<file path="src/rtl/reg_load_pkg.sv">
// Shared types and constants for the register load controller.
// Header layout: [31:24] opcode, [23:16] ignored, [15:8] count, [7:0] start index.
package reg_load_pkg;

  typedef enum logic [1:0] {
    ST_IDLE  = 2'd0,
    ST_LOAD  = 2'd1,
    ST_DRAIN = 2'd2,
    ST_DONE  = 2'd3
  } state_t;

  localparam logic [7:0] OPC_LOAD = 8'hA5;

  localparam int HDR_OPC_LSB = 24;
  localparam int HDR_RSV_LSB = 16;
  localparam int HDR_CNT_LSB = 8;
  localparam int HDR_IDX_LSB = 0;

endpackage

</file>
<file path="src/rtl/reg_load_ctrl_if.sv">
// Upstream word stream plus register-load outputs of reg_load_ctrl.
// Slave is the controller, master is whoever feeds it and observes the loads.
interface reg_load_ctrl_if
  import reg_load_pkg::*;
#(
  parameter int NUM_REGS = 4,
  parameter int DATA_W   = 32
);
  logic                in_valid;
  logic [DATA_W-1:0]   in_data;
  logic                in_ready;
  logic [NUM_REGS-1:0] r_enable;
  logic [DATA_W-1:0]   data_out;
  logic                busy;
  logic                done;
  logic                err;

  modport master (
    output in_valid, in_data,
    input  in_ready, r_enable, data_out, busy, done, err
  );

  modport slave (
    input  in_valid, in_data,
    output in_ready, r_enable, data_out, busy, done, err
  );
endinterface

</file>
<file path="src/rtl/reg_load_hdr_dec.sv">
// Combinational header decode: opcode check, count/index fields and range legality.
// End is computed at 9 bits so index + count can never wrap into a legal range.
module reg_load_hdr_dec
  import reg_load_pkg::*;
#(
  parameter int NUM_REGS = 4
) (
  input  logic [31:0] i_hdr,
  output logic        o_is_load,
  output logic [7:0]  o_cnt,
  output logic [7:0]  o_idx,
  output logic        o_legal
);
  logic [8:0] w_end;
  logic       w_unused_rsv;

  assign o_is_load    = (i_hdr[HDR_OPC_LSB +: 8] == OPC_LOAD);
  assign o_cnt        = i_hdr[HDR_CNT_LSB +: 8];
  assign o_idx        = i_hdr[HDR_IDX_LSB +: 8];
  assign w_end        = {1'b0, o_idx} + {1'b0, o_cnt};
  assign o_legal      = (w_end <= 9'(NUM_REGS));
  assign w_unused_rsv = ^i_hdr[HDR_RSV_LSB +: 8];
endmodule

</file>
<file path="src/rtl/reg_load_ctrl.sv">
// Header-driven loader: writes a burst of payload words into consecutive target registers.
// Enable/data appear one cycle after each accepted word; in_ready drops only in the DONE cycle.
module reg_load_ctrl
  import reg_load_pkg::*;
#(
  parameter int NUM_REGS = 4,
  parameter int DATA_W   = 32
) (
  input  logic           clock,
  input  logic           reset,
  reg_load_ctrl_if.slave bus
);
  state_t              r_state;
  state_t              w_next;
  logic [7:0]          r_ptr;
  logic [7:0]          r_rem;
  logic [NUM_REGS-1:0] r_enable;
  logic [NUM_REGS-1:0] w_onehot;
  logic [DATA_W-1:0]   r_data;
  logic                r_err;
  logic                w_xfer;
  logic                w_ready;
  logic                w_busy;
  logic                w_done;
  logic                w_is_load;
  logic                w_legal;
  logic [7:0]          w_cnt;
  logic [7:0]          w_idx;

  assign w_xfer = bus.in_valid & w_ready;

  reg_load_hdr_dec #(
    .NUM_REGS (NUM_REGS)
  ) u_hdr_dec (
    .i_hdr     (bus.in_data[31:0]),
    .o_is_load (w_is_load),
    .o_cnt     (w_cnt),
    .o_idx     (w_idx),
    .o_legal   (w_legal)
  );

  always_ff @(posedge clock) begin
    if (reset) r_state <= ST_IDLE;
    else       r_state <= w_next;
  end

  always_comb begin
    w_next = r_state;
    case (r_state)
      ST_IDLE: begin
        if (w_xfer && w_is_load) begin
          if (w_legal) w_next = (w_cnt == 8'd0) ? ST_DONE : ST_LOAD;
          else         w_next = (w_cnt == 8'd0) ? ST_IDLE : ST_DRAIN;
        end
      end
      ST_LOAD:  if (w_xfer && r_rem == 8'd1) w_next = ST_DONE;
      ST_DRAIN: if (w_xfer && r_rem == 8'd1) w_next = ST_IDLE;
      ST_DONE:  w_next = ST_IDLE;
      default:  w_next = ST_IDLE;
    endcase
  end

  always_comb begin
    w_ready = 1'b1;
    w_busy  = 1'b1;
    w_done  = 1'b0;
    case (r_state)
      ST_IDLE: w_busy = 1'b0;
      ST_DONE: begin
        w_ready = 1'b0;
        w_done  = 1'b1;
      end
      default: ;
    endcase
  end

  // ptr is always below NUM_REGS while in LOAD, so exactly one bit is set.
  always_comb begin
    w_onehot = '0;
    for (int i = 0; i < NUM_REGS; i++) begin
      if (r_ptr == 8'(i)) w_onehot[i] = 1'b1;
    end
  end

  always_ff @(posedge clock) begin
    if (reset) begin
      r_ptr    <= '0;
      r_rem    <= '0;
      r_enable <= '0;
      r_data   <= '0;
      r_err    <= 1'b0;
    end else begin
      r_enable <= '0;
      r_err    <= 1'b0;
      case (r_state)
        ST_IDLE: begin
          if (w_xfer) begin
            if (!w_is_load) begin
              r_err <= 1'b1;
            end else if (!w_legal) begin
              r_err <= 1'b1;
              r_rem <= w_cnt;
            end else begin
              r_ptr <= w_idx;
              r_rem <= w_cnt;
            end
          end
        end
        ST_LOAD: begin
          if (w_xfer) begin
            r_data   <= bus.in_data;
            r_enable <= w_onehot;
            r_ptr    <= r_ptr + 8'd1;
            r_rem    <= r_rem - 8'd1;
          end
        end
        ST_DRAIN: if (w_xfer) r_rem <= r_rem - 8'd1;
        default: ;
      endcase
    end
  end

  assign bus.in_ready = w_ready;
  assign bus.busy     = w_busy;
  assign bus.done     = w_done;
  assign bus.err      = r_err;
  assign bus.r_enable = r_enable;
  assign bus.data_out = r_data;
endmodule

</file>
<file path="src/flat_wrapper.sv">
// flat-port wrapper written by rule: the top's interface ports become plain ports
module reg_load_ctrl_flat import reg_load_pkg::*;
#(
  parameter int NUM_REGS = 4,
  parameter int DATA_W   = 32
)
  (clock, reset, bus_in_valid, bus_in_data, bus_in_ready, bus_r_enable, bus_data_out, bus_busy, bus_done, bus_err);
  reg_load_ctrl_if #(.NUM_REGS(NUM_REGS), .DATA_W(DATA_W)) bus_i ();
  input  logic clock;
  input  logic reset;
  input wire logic [$bits(bus_i.in_valid)-1:0] bus_in_valid;
  input wire logic [$bits(bus_i.in_data)-1:0] bus_in_data;
  output wire logic [$bits(bus_i.in_ready)-1:0] bus_in_ready;
  output wire logic [$bits(bus_i.r_enable)-1:0] bus_r_enable;
  output wire logic [$bits(bus_i.data_out)-1:0] bus_data_out;
  output wire logic [$bits(bus_i.busy)-1:0] bus_busy;
  output wire logic [$bits(bus_i.done)-1:0] bus_done;
  output wire logic [$bits(bus_i.err)-1:0] bus_err;
  assign bus_i.in_valid = bus_in_valid;
  assign bus_i.in_data = bus_in_data;
  assign bus_in_ready = bus_i.in_ready;
  assign bus_r_enable = bus_i.r_enable;
  assign bus_data_out = bus_i.data_out;
  assign bus_busy = bus_i.busy;
  assign bus_done = bus_i.done;
  assign bus_err = bus_i.err;
  reg_load_ctrl #(.NUM_REGS(NUM_REGS), .DATA_W(DATA_W)) u_core (.clock(clock), .reset(reset), .bus(bus_i));
endmodule
</file>
<file path="config.mk">
export PLATFORM = sky130hd
export DESIGN_NAME = reg_load_ctrl_flat
export DESIGN_NICKNAME = d
export VERILOG_FILES = /design/src/rtl/reg_load_pkg.sv /design/src/rtl/reg_load_ctrl_if.sv /design/src/rtl/reg_load_hdr_dec.sv /design/src/rtl/reg_load_ctrl.sv /design/src/flat_wrapper.sv
export SDC_FILE = /design/constraint.sdc
export NUM_CORES = 1
export LEC_CHECK = 0
export BUFFER_PORTS_ARGS = -buffer_cell sky130_fd_sc_hd__clkbuf_2
export CAP_MARGIN = 20
export CORE_MARGIN = 3
export CORE_UTILIZATION = 35
export DETAILED_ROUTE_END_ITERATION = 6
export GPL_ROUTABILITY_DRIVEN = 1
export HOLD_SLACK_MARGIN = 0.03
export PLACE_DENSITY_LB_ADDON = 0.1
export SYNTH_ARGS = -nofsm -noshare
export SYNTH_HDL_FRONTEND = slang
export SYNTH_SLANG_ARGS = --single-unit
</file>
<file path="constraint.sdc">
create_clock -name clock -period 5.28 [get_ports clock]
set_clock_uncertainty 0.2 [all_clocks]
set_input_delay 0.528 -clock clock [delete_from_list [all_inputs] [get_ports clock]]
set_output_delay 0.528 -clock clock [all_outputs]
set_load 0.01 [all_outputs]
</file>
== After elaboration in Yosys (flattened, before gate mapping) ==
Index checks and enable logic that the tools add are counted.

* Add/sub/neg operators: 3
* $mul: 0
* Divide/modulo/power cells: 0
* Order comparisons: 1
* Equality and inequality tests: 16
* Shift-type cells: 0
* Multiplexer cells: 25
* Bitwise operators: 4
* Reduce and logical (&&, ||, !) cells: 14

{| class="wikitable"
|+ Operators by type and width
! operator !! count
|-
| $mux 8 || 7
|-
| $pmux 8 s2 || 2
|-
| $eq 8x1->1 const B || 2
|-
| $eq 8x2->1 const B || 2
|-
| $logic_not 8->1 || 2
|-
| $ne 2x1->1 const B || 8
|-
| $mux 2 || 6
|-
| $add 8x8->9 || 1
|-
| $le 9x3->1 const B || 1
|-
| $mux 1 || 9
|-
| $add 8x1->8 const B || 1
|-
| $eq 8x8->1 const B || 1
|-
| $pmux 2 s4 || 1
|-
| $sub 8x1->8 const B || 1
|-
| $reduce_or 3->1 || 2
|-
| $reduce_and 5->1 || 1
|-
| $eq 2x2->1 const B || 2
|-
| $reduce_and 4->1 || 1
|-
| $reduce_bool 2->1 || 2
|-
| $not 1->1 || 3
|-
| $reduce_and 3->1 || 1
|-
| $eq 2x1->1 const B || 1
|-
| $logic_and 1x1->1 || 2
|-
| $logic_not 2->1 || 1
|-
| other kinds (3) || 3
|}

* Bits in registers: 55
* Bits in latches: 0
* RAM bits: 0
* Bits in read-only memories: 0
* Input bits: 35
* Output and inout port bits: 40
* Word-level logic and storage cells: 69
* Memories: 0

== Depth between registers and ports, before layout ==
Gate-level depths: netlist of run 1.

* Word-level depth: 6
* Mapped depth: 8
* Mapped depth without buffers: 8

== Hierarchy ==
Synthesis of run 1 repeated with hierarchy kept, for this count alone.

* Cells, all modules: 374
* Area, all modules: 3045.4 um^2

{| class="wikitable"
|+ Modules (own cells, without submodules)
! module !! instances !! cells an instance !! area an instance (um^2) !! seq. area each (um^2)
|-
| reg_load_ctrl || 1 || 319 || 2580.0 || 1101.1
|-
| reg_load_hdr_dec || 1 || 55 || 465.4 || 0.0
|}

== Least setup slack after synthesis of run 1 ==
Ideal clock, no wire load.

* Path kind: input-to-reg
* From: input port bus_in_data[0]
* To: register u_core.r_ptr[2]
* Setup time: 0.066 ns
* Data arrival time: 3.001 ns
* Required time: 5.014 ns
* Slack: 2.013 ns
* Stages on the path: 8
* Buffers on the path: 0
* Path through: ha_1 -> fa_1 -> and3_4 -> or4b_1 -> a211o_1 -> nor4_4 -> mux2_2 -> a21oi_2

* Word-level cells in the longest chain between the ends: 4

{| class="wikitable"
|+ RTL lines
! what !! line !! source
|-
| from (decl) || flat_wrapper.sv:12 || <nowiki>input wire logic [$bits(bus_i.in_data)-1:0] bus_in_data;</nowiki>
|-
| $add 8x8->9 || reg_load_hdr_dec.sv:20 || <nowiki>assign w_end = {1'b0, o_idx} + {1'b0, o_cnt};</nowiki>
|-
| $le 9x3->1 || reg_load_hdr_dec.sv:21 || <nowiki>assign o_legal = (w_end <= 9'(NUM_REGS));</nowiki>
|-
| $ne 2x1->1 (no source line) || - ||
|-
| $reduce_and 5->1 (no source line) || - ||
|-
| to (signal assigned) || reg_load_ctrl.sv:104 || <nowiki>r_ptr <= w_idx;</nowiki>
|-
| to (signal assigned) || reg_load_ctrl.sv:113 || <nowiki>r_ptr <= r_ptr + 8'd1;</nowiki>
|-
| to (decl) || reg_load_ctrl.sv:15 || <nowiki>logic [7:0] r_ptr;</nowiki>
|}

Every way passes these cells.
A chain may end at the register's enable or synchronous reset.

== Worst setup path after layout of run 1 ==
* From: input port bus_in_data[8]
* To: register u_core.r_ptr[2]

Same word-level chain as after synthesis.

==> impl_metrics.py, run 1 <==
metrics = {
    "clocking": {
        "ctsHoldBuffers": 0,
        "cts_tree": "yes",
        "clk_pin_slew_worst_paths_ns": 0.11,
        "cts_setup_buffers": 0,
        "cts_root_buffer": "clkbuf_8",
        "cts_buffer_depth": 2,
        "cts_sinks": 55,
        "cts_resized": 0,
        "cts_made_buffers": 5,
        "cts_max_level": 2,
        "insertion_delay_ns": 0.32,
    },
    "timing": {
        "hold_viol": 0,
        "tightest_slew_ns": 0.620,
        "slew_violations": 0,
        "rsz0062_at_grt": "false",
        "fin_crit_sh_pct": 62.9,
        "max_freq_mhz": 301,
        "setup_viol": 0,
        "slew_headroom_pct": 58.7,
        "min_period_ns": 3.32,
        "tns_ns": 0,
    },
    "route": {
        "drt_iter0_markers": 182,
        "via_count": 2909,
        "drc": 0,
        "viasPerCell": 5.37,
        "postRouteAntennaNets": 0,
        "drt_first_pass_iters": 4,
        "routed_wl_um": 8170,
        "wl_per_cell_um": 15.1,
    },
    "grt": {
        "gr-usage-all-layers_pct": 17.0,
        "grt_overflow": 0,
        "grt_pass1_wl_um": 13500,
        "grt_max_degree": 54,
        "antenna_found_initial": 0,
        "grt_pass1_vias": 2787,
    },
    "layout": {
        "area_growth_pct": 19.1,
        "diodes": 0,
        "fin_nets": 493,
        "drive_gt1_share_pct": 22.7,
        "layout_commonest_cell": "nand2_1",
        "final_cell_mix": "81 x nand2_1, 74 x clkbuf_2, 55 x dfxtp_1, 48 x a21oi_1, 19 x inv_1",
        "final_cell_count_no_fill": 542,
        "nFillCells": 858,
    },
    "die": {
        "die_h_um": 97.6,
        "fp.dieArea_mm2": 0.00952,
        "core_mm2": 0.00793,
        "fp.dieW_um": 97.6,
        "core.rowCount": 32,
        "top_level_ports": 75,
        "initial_core_util_pct": 37.0,
    },
    "placement": {
        "place.port_buffers": 74,
        "dpl.cell_count": 533,
        "place_congestion": 0.834,
        "place_hpwl_um": 5850,
    },
    "logic_synthesis": {
        "syn-cell-area_mm2": 0.00294,
        "synth-edff-count": 0,
        "avgSynthCellArea_um2": 7.89,
        "synth-seq-cells": 55,
        "yosysSeqAreaShare_pct": 37.5,
        "syn_inst": 372,
        "synth-async-reset-ratio_pct": 0,
        "synthDistinctLibCells": 59,
        "ys_warn_count": 0,
        "syn-num-nets": 426,
        "synthFlopType": "dfxtp_1",
    },
    "pwr": {
        "p_switching_w": 0.000398,
        "switching_share_pct": 35.5,
        "p_seq_share_pct": 42.4,
        "pwr-share-clk_pct": 26.3,
        "p_comb_share_pct": 31.3,
        "peakVddDrop_uv": 109,
        "power_density_mw_per_mm2": 321,
        "p_leak_nw": 1.42,
        "p_int_w": 0.000723,
    },
    "setup_path": {
        "slowest_delay_ns": 0.49,
        "critPathLaunchType": "input pin",
        "crit_family": "simple AND/OR/NAND/NOR gates",
        "worstPathArrival_ns": 3.38,
        "crit_required_ns": 5.33,
        "path_cells": "clkbuf_2, ha_1, fa_1, and3_4, or4b_1, a211o_1, nor4_4, mux2_2, a21oi_2",
        "endpoint_kind": "register",
        "crit_fanout": 9,
        "crit_type": "input pin to register",
        "cp_num_buf_inv": 1,
        "crit_slowest_cell": "or4b_1",
    },
    "status": {
        "status": "completed",
    },
    "worst_hold_path": {
        "hold_class": "input pin to register",
    },
    "flow_run": {
        "maxCapViolations": 0,
    },
}
==> cell families after synthesis <==
group	share of synthesized area [%]
and+or+nand+nor	25.3
AOI/OAI and AO/OA	21.5
DFF	37.5
buffers and inverters	5.28
adders and majority gates	8.35
muxes	1.79
xor gates and xnor gates	0.298
==> registers in the layout (all words and copies together), names as in the netlist <==
register             flops
u_core.bus.data_out     32
u_core.bus.err           1
u_core.bus.r_enable      4
u_core.r_ptr             8
u_core.r_rem             8
u_core.r_state           2
==> layer usage <==
metal	vias up	GRT usage, %	routed length [um]
li1	1439	-	-
met1	1357	22.1	3660
met2	101	27.4	3830
met5	-	0	0
met4	0	6.39	130
met3	12	3.66	551
==> power by group through the flow <==
stage	sequential (W)	combinational, W	clock (W)
after floorplan	0.000491	0.000245	0
after global placement	0.000484	0.000348	0
after detailed placement	0.000484	0.000349	0
after CTS	0.000475	0.000351	0.000303
after global routing	0.000481	0.000400	0.000317
final	0.000475	0.000351	0.000295
==> layout make-up <==
type / count / area [um2] / share of cell area [%]
Clock buffer: 5 / 68.8 / 1.97
Clock inverter: 3 / 46.3 / 1.32
Inverter: 19 / 71.3 / 2.04
Multi-Input combinational cell: 280 / 1680 / 48.1
Sequential cell: 55 / 1100 / 31.5
Tap cell: 102 / 128 / 3.65
Timing Repair Buffer: 78 / 400 / 11.4
==> metrics by stage <==
stage               setup slack [ns]  area, um2  hold slack [ns]  util, %  power, W
floorplan                       2.01       2940            0.281        -  0.000736
global placement                1.69       3380            0.242     42.6  0.000831
detailed placement              1.64       3380            0.247     42.6  0.000834
CTS                             1.97       3490            0.203     44.0   0.00113
global route                    1.89       3500            0.220     44.1   0.00120
finish                          1.96       3500            0.215     44.1   0.00112
==> cell usage after synthesis, types with 3 or more instances <==
master	count	area [um2]
nor2b_1	3	18.8
o221ai_1	3	26.3
and3_1	4	25.0
nor4_1	6	37.5
o21ai_0	14	70.1
nor2_1	16	60.1
inv_1	19	71.3
nand2_1	81	304
and2_1	4	25.0
clkbuf_1	12	45.0
dfxtp_1	55	1100
o22ai_1	7	43.8
a211oi_1	7	52.6
nand2b_1	5	31.3
a32o_1	3	30.0
nor3_1	9	45.0
nand3_1	8	40.0
ha_1	18	225
mux2i_1	3	30.0
a21oi_1	48	240
==> tightest hold or removal path, cell delays in order <==
cell      delay [ns]
clkbuf_2        0.08
nand2_1         0.04
a21oi_1         0.05
==> worst paths after layout <==
| path | to | cells after the start | slack, ns | from |
|---|---|---|---|---|
| setup / recovery | u_core.r_ptr[2] | 9 | 1.96 | bus_in_data[8] |
| hold / removal | u_core.bus.data_out[17] | 3 | 0.21 | bus_in_data[17] |
| setup reg to reg | u_core.r_ptr[2] | 7 | 2.57 | u_core.r_state[0] |
| hold reg to reg | u_core.bus.data_out[19] | 2 | 0.26 | u_core.bus.data_out[19] |
Power figures use the tool's default switching activity.
==> inputs of run 2 (changes only) <==
- clock period: 5.28 -> 3.18 ns (I/O delays scaled with it)
==> impl_metrics.py, run 2 (synthesis gave the netlist of run 1 again) <==
metrics = {
    "setup_path": {
        "endpoint_kind": "register",
        "crit_fanout": 6,
        "critPathLaunchType": "input pin",
        "worstSetupStartpoint": "bus_in_data[8]",
        "crit_type": "input pin to register",
        "r2r_start": "u_core.r_state[0]",
        "worstPathArrival_ns": 2.91,
        "crit_required_ns": 3.19,
    },
    "timing": {
        "holdWs_ns": 0.0409,
        "setup_ws_ns": 0.271,
        "rsz0062_at_grt": "false",
        "setup_viol": 0,
        "tightest_slew_ns": 0.620,
        "min_period_ns": 2.91,
        "fin_crit_sh_pct": 91.5,
        "slew_headroom_pct": 58.7,
        "slew_violations": 0,
        "hold_viol": 0,
        "max_freq_mhz": 344,
        "tns_ns": 0,
    },
    "worst_hold_path": {
        "min-delay-start": "bus_in_data[24]",
        "hold_class": "input pin to register",
    },
    "layout": {
        "drive_gt1_share_pct": 23.4,
        "area_growth_pct": 23.6,
        "fin_nets": 510,
        "layout_commonest_cell": "nand2_1",
        "largest_register_ff_count": 32,
        "final_cell_mix": "81 x nand2_1, 74 x clkbuf_2, 55 x dfxtp_1, 48 x a21oi_1, 19 x inv_1",
        "diodes": 0,
        "final_area_mm2": 0.00363,
        "final_cell_count_no_fill": 559,
    },
    "flow_run": {
        "maxCapViolations": 0,
    },
    "route": {
        "via_count": 2881,
        "drt_iter0_markers": 130,
        "routed_wl_um": 8130,
        "drt_first_pass_iters": 4,
        "drc": 0,
        "postRouteAntennaNets": 0,
        "wl_per_cell_um": 14.6,
        "viasPerCell": 5.15,
    },
    "clocking": {
        "cts_setup_buffers": 0,
        "insertion_delay_ns": 0.31,
        "ctsHoldBuffers": 9,
        "cts_sinks": 55,
        "cts_max_level": 2,
        "cts_root_buffer": "clkbuf_8",
        "cts_resized": 0,
        "cts_made_buffers": 5,
        "cts_tree": "yes",
        "cts_buffer_depth": 2,
        "clk_pin_slew_worst_paths_ns": 0.10,
    },
    "die": {
        "core.rowCount": 32,
        "fp.dieW_um": 97.6,
        "top_level_ports": 75,
        "die_h_um": 97.6,
        "initial_core_util_pct": 37.0,
        "core_mm2": 0.00793,
        "fp.dieArea_mm2": 0.00952,
    },
    "grt": {
        "gr-usage-all-layers_pct": 17.2,
        "grt_max_degree": 36,
        "grt_pass1_wl_um": 13600,
        "grt_overflow": 0,
        "grt_pass1_vias": 2741,
        "antenna_found_initial": 0,
    },
    "pwr": {
        "p_leak_nw": 1.49,
        "peakVddDrop_uv": 172,
        "power_density_mw_per_mm2": 493,
    },
    "placement": {
        "place_hpwl_um": 6040,
        "place_congestion": 0.855,
        "dpl.cell_count": 542,
        "place.port_buffers": 74,
        "dp_slack_ns": -0.0497,
        "place_area_mm2": 0.00344,
    },
    "status": {
        "status": "completed",
    },
}
## run 2: power breakdown
part	switching, W	total, W	internal (W)
logic	0.000366	0.000592	0.000226
registers	0.0000400	0.000789	0.000749
clock network	0.000230	0.000409	0.000179
## run 2: final timing paths
check | endpoint | slack, ns | cells after the start
max | u_core.r_ptr[4] | 0.27 | 10
min | u_core.bus.data_out[24] | 0.04 | 3
max reg2reg | u_core.r_ptr[4] | 0.64 | 8
min reg2reg | u_core.bus.data_out[22] | 0.26 | 2
## run 2: metrics by stage
stage	power [W]	utilization, %
2_1_floorplan	0.00122	-
3_3_place_gp	0.00139	43.4
3_5_place_dp	0.00139	43.4
4_1_cts	0.00182	45.8
5_1_grt	0.00192	45.8
6_report	0.00179	45.8
## run 2: per-layer routing
metal  vias up  global-route usage, %  share of wire [%]
met3         5                   4.02                5.1
met1      1318                   22.9                 47
met2        72                   27.8                 47
li1       1486                      -                  -
met5         -                      0                  0
met4         0                   4.47               0.96
## run 2: layout make-up
class / count / area [um2]
Fill cell: 804 / 4300
Multi-Input combinational cell: 280 / 1680
Sequential cell: 55 / 1100
Timing Repair Buffer: 95 / 551
Tap cell: 102 / 128
Clock buffer: 7 / 86.3
Inverter: 19 / 71.3
Clock inverter: 1 / 8.76
## run 2: worst max-delay path, stage by stage
cell	delay, ns
clkbuf_2	0.11
ha_1	0.20
fa_1	0.38
and3_4	0.19
or4b_1	0.50
a211o_1	0.36
nor4_4	0.31
buf_4	0.20
o22ai_1	0.08
a32o_1	0.28
==> inputs of run 3 (changes only) <==
- CORE_ASPECT_RATIO: not set -> 1.4
==> impl_metrics.py, run 3 (synthesis gave the netlist of run 1 again) <==
metrics = {
    "worst_hold_path": {
        "hold_depth": 3,
        "hold_class": "input pin to register",
    },
    "setup_path": {
        "critPathLaunchType": "input pin",
        "crit_family": "simple AND/OR/NAND/NOR gates",
        "worstPathArrival_ns": 2.90,
        "cp_num_buf_inv": 2,
        "path_depth": 10,
        "crit_type": "input pin to register",
        "endpoint_kind": "register",
        "path_cells": "clkbuf_2, ha_1, fa_1, and3_4, or4b_1, a211o_1, nor4_4, buf_4, o22ai_1, a32o_1",
        "crit_required_ns": 3.20,
        "ff2ff_setup_slack_ns": 0.79,
        "crit_fanout": 7,
        "slowest_delay_ns": 0.50,
        "crit_slowest_cell": "or4b_1",
        "reg2regPathDepth": 8,
    },
    "layout": {
        "final_cell_count_no_fill": 567,
        "layout_commonest_cell": "nand2_1",
        "area_growth_pct": 26.6,
        "fin_nets": 520,
        "nFillCells": 797,
        "final_cell_mix": "81 x nand2_1, 74 x clkbuf_2, 55 x dfxtp_1, 48 x a21oi_1, 19 x inv_1",
        "fin_util_pct": 46.8,
        "diodes": 0,
        "largest_register_ff_count": 32,
        "drive_gt1_share_pct": 23.8,
    },
    "die": {
        "core.rowCount": 38,
        "top_level_ports": 75,
        "fp.dieW_um": 83.4,
        "die_h_um": 114,
        "core_mm2": 0.00794,
        "initial_core_util_pct": 37.0,
        "fp.dieArea_mm2": 0.00954,
    },
    "clocking": {
        "cts_max_level": 2,
        "cts_sinks": 55,
        "cts_resized": 0,
        "insertion_delay_ns": 0.32,
        "cts_tree": "yes",
        "cts_setup_buffers": 0,
        "cts_made_buffers": 5,
        "cts_root_buffer": "clkbuf_8",
        "clk_pin_slew_worst_paths_ns": 0.10,
        "cts_buffer_depth": 2,
    },
    "placement": {
        "dpl.cell_count": 543,
        "place_hpwl_um": 6460,
        "place_congestion": 0.858,
        "place.port_buffers": 74,
        "dp_slack_ns": -0.0233,
    },
    "timing": {
        "hold_viol": 0,
        "rsz0062_at_grt": "false",
        "slew_violations": 0,
        "max_freq_mhz": 347,
        "fin_crit_sh_pct": 90.6,
        "tightest_slew_ns": 0.620,
        "min_period_ns": 2.88,
        "setup_ws_ns": 0.299,
        "holdWs_ns": 0.0657,
        "slew_headroom_pct": 58.4,
        "setup_viol": 0,
    },
    "route": {
        "wl_per_cell_um": 15.4,
        "via_count": 3011,
        "routed_wl_um": 8750,
        "drt_iter0_markers": 221,
        "drc": 0,
        "postRouteAntennaNets": 0,
        "drt_first_pass_iters": 4,
        "viasPerCell": 5.31,
    },
    "pwr": {
        "p_seq_share_pct": 43.5,
        "p_comb_share_pct": 34.2,
        "p_switching_w": 0.000670,
        "switching_share_pct": 36.9,
        "power_density_mw_per_mm2": 488,
        "pwr-share-clk_pct": 22.3,
        "peakVddDrop_uv": 413,
        "p_leak_nw": 1.53,
        "p_int_w": 0.00114,
    },
    "grt": {
        "grt_overflow": 0,
        "grt_pass1_wl_um": 14100,
        "grt_pass1_vias": 2841,
        "antenna_found_initial": 0,
        "grt_max_degree": 40,
        "gr-usage-all-layers_pct": 18.2,
    },
    "status": {
        "status": "completed",
    },
    "flow_run": {
        "maxCapViolations": 0,
    },
}
[run 3: cell types whose count changed in the layout (fill, tap and decap cells not counted)]
cell and change:
buf_4 +3, clkbuf_1 -1, clkbuf_8 -1, clkinv_4 +1
clkinvlp_4 +1, dlygate4sd3_1 +7
[run 3: worst reg2reg max path: cells and delay by family (launching register included)]
| kind | cells | cell delay (ns) |
|---|---|---|
| compound gates | 2 | 0.36 |
| fa+ha+maj | 1 | 0.27 |
| buf+inv | 1 | 0.19 |
| flops | 1 | 0.36 |
| simple gates | 4 | 0.92 |
[run 3: worst paths after layout]
kind / startpoint / endpoint
min reg2reg: u_core.bus.data_out[16] / u_core.bus.data_out[16]
min: bus_in_data[2] / u_core.bus.data_out[2]
max: bus_in_data[8] / u_core.r_ptr[5]
max reg2reg: u_core.r_state[0] / u_core.r_ptr[5]
[run 3: final cells by class]
cell class | instances | area, um2 | area share, %
Clock buffer | 5 | 68.8 | 1.85
Timing Repair Buffer | 105 | 643 | 17.3
Sequential cell | 55 | 1100 | 29.6
Tap cell | 100 | 125 | 3.37
Inverter | 19 | 71.3 | 1.92
Multi-Input combinational cell | 280 | 1680 | 45.3
Clock inverter | 3 | 25.0 | 0.673
[run 3: what timing repair did]
action,4_1_cts,5_1_grt
endpoints found under the setup margin,0,0
endpoints found under the hold margin,16,0
hold buffers,16,0
[run 3: routing by layer]
metal	track usage [%]	share of wire [%]	vias to the layer above	wire, um
met5	0	0	-	0
met4	6.55	2.2	0	192
met3	3.53	5.6	11	491
met2	32.7	49	91	4310
met1	21.7	43	1409	3770
li1	-	-	1500	-
[run 3: through the flow]
stage                     power, W  cell area (um2)  setup TNS (ns)
after floorplan            0.00122             2940               0
after global placement     0.00140             3460        -0.00291
after global routing       0.00194             3720               0
final                      0.00181             3720               0
after CTS                  0.00184             3720               0
after detailed placement   0.00141             3460         -0.0664
[run 3: power groups by stage]
| stage | combinational [W] | clock (W) | sequential, W |
|---|---|---|---|
| 3_3_place_gp | 0.000599 | 0 | 0.000803 |
| 2_1_floorplan | 0.000406 | 0 | 0.000816 |
| 5_1_grt | 0.000692 | 0.000449 | 0.000798 |
| 3_5_place_dp | 0.000605 | 0 | 0.000803 |
| 4_1_cts | 0.000624 | 0.000428 | 0.000789 |
| 6_report | 0.000620 | 0.000405 | 0.000789 |
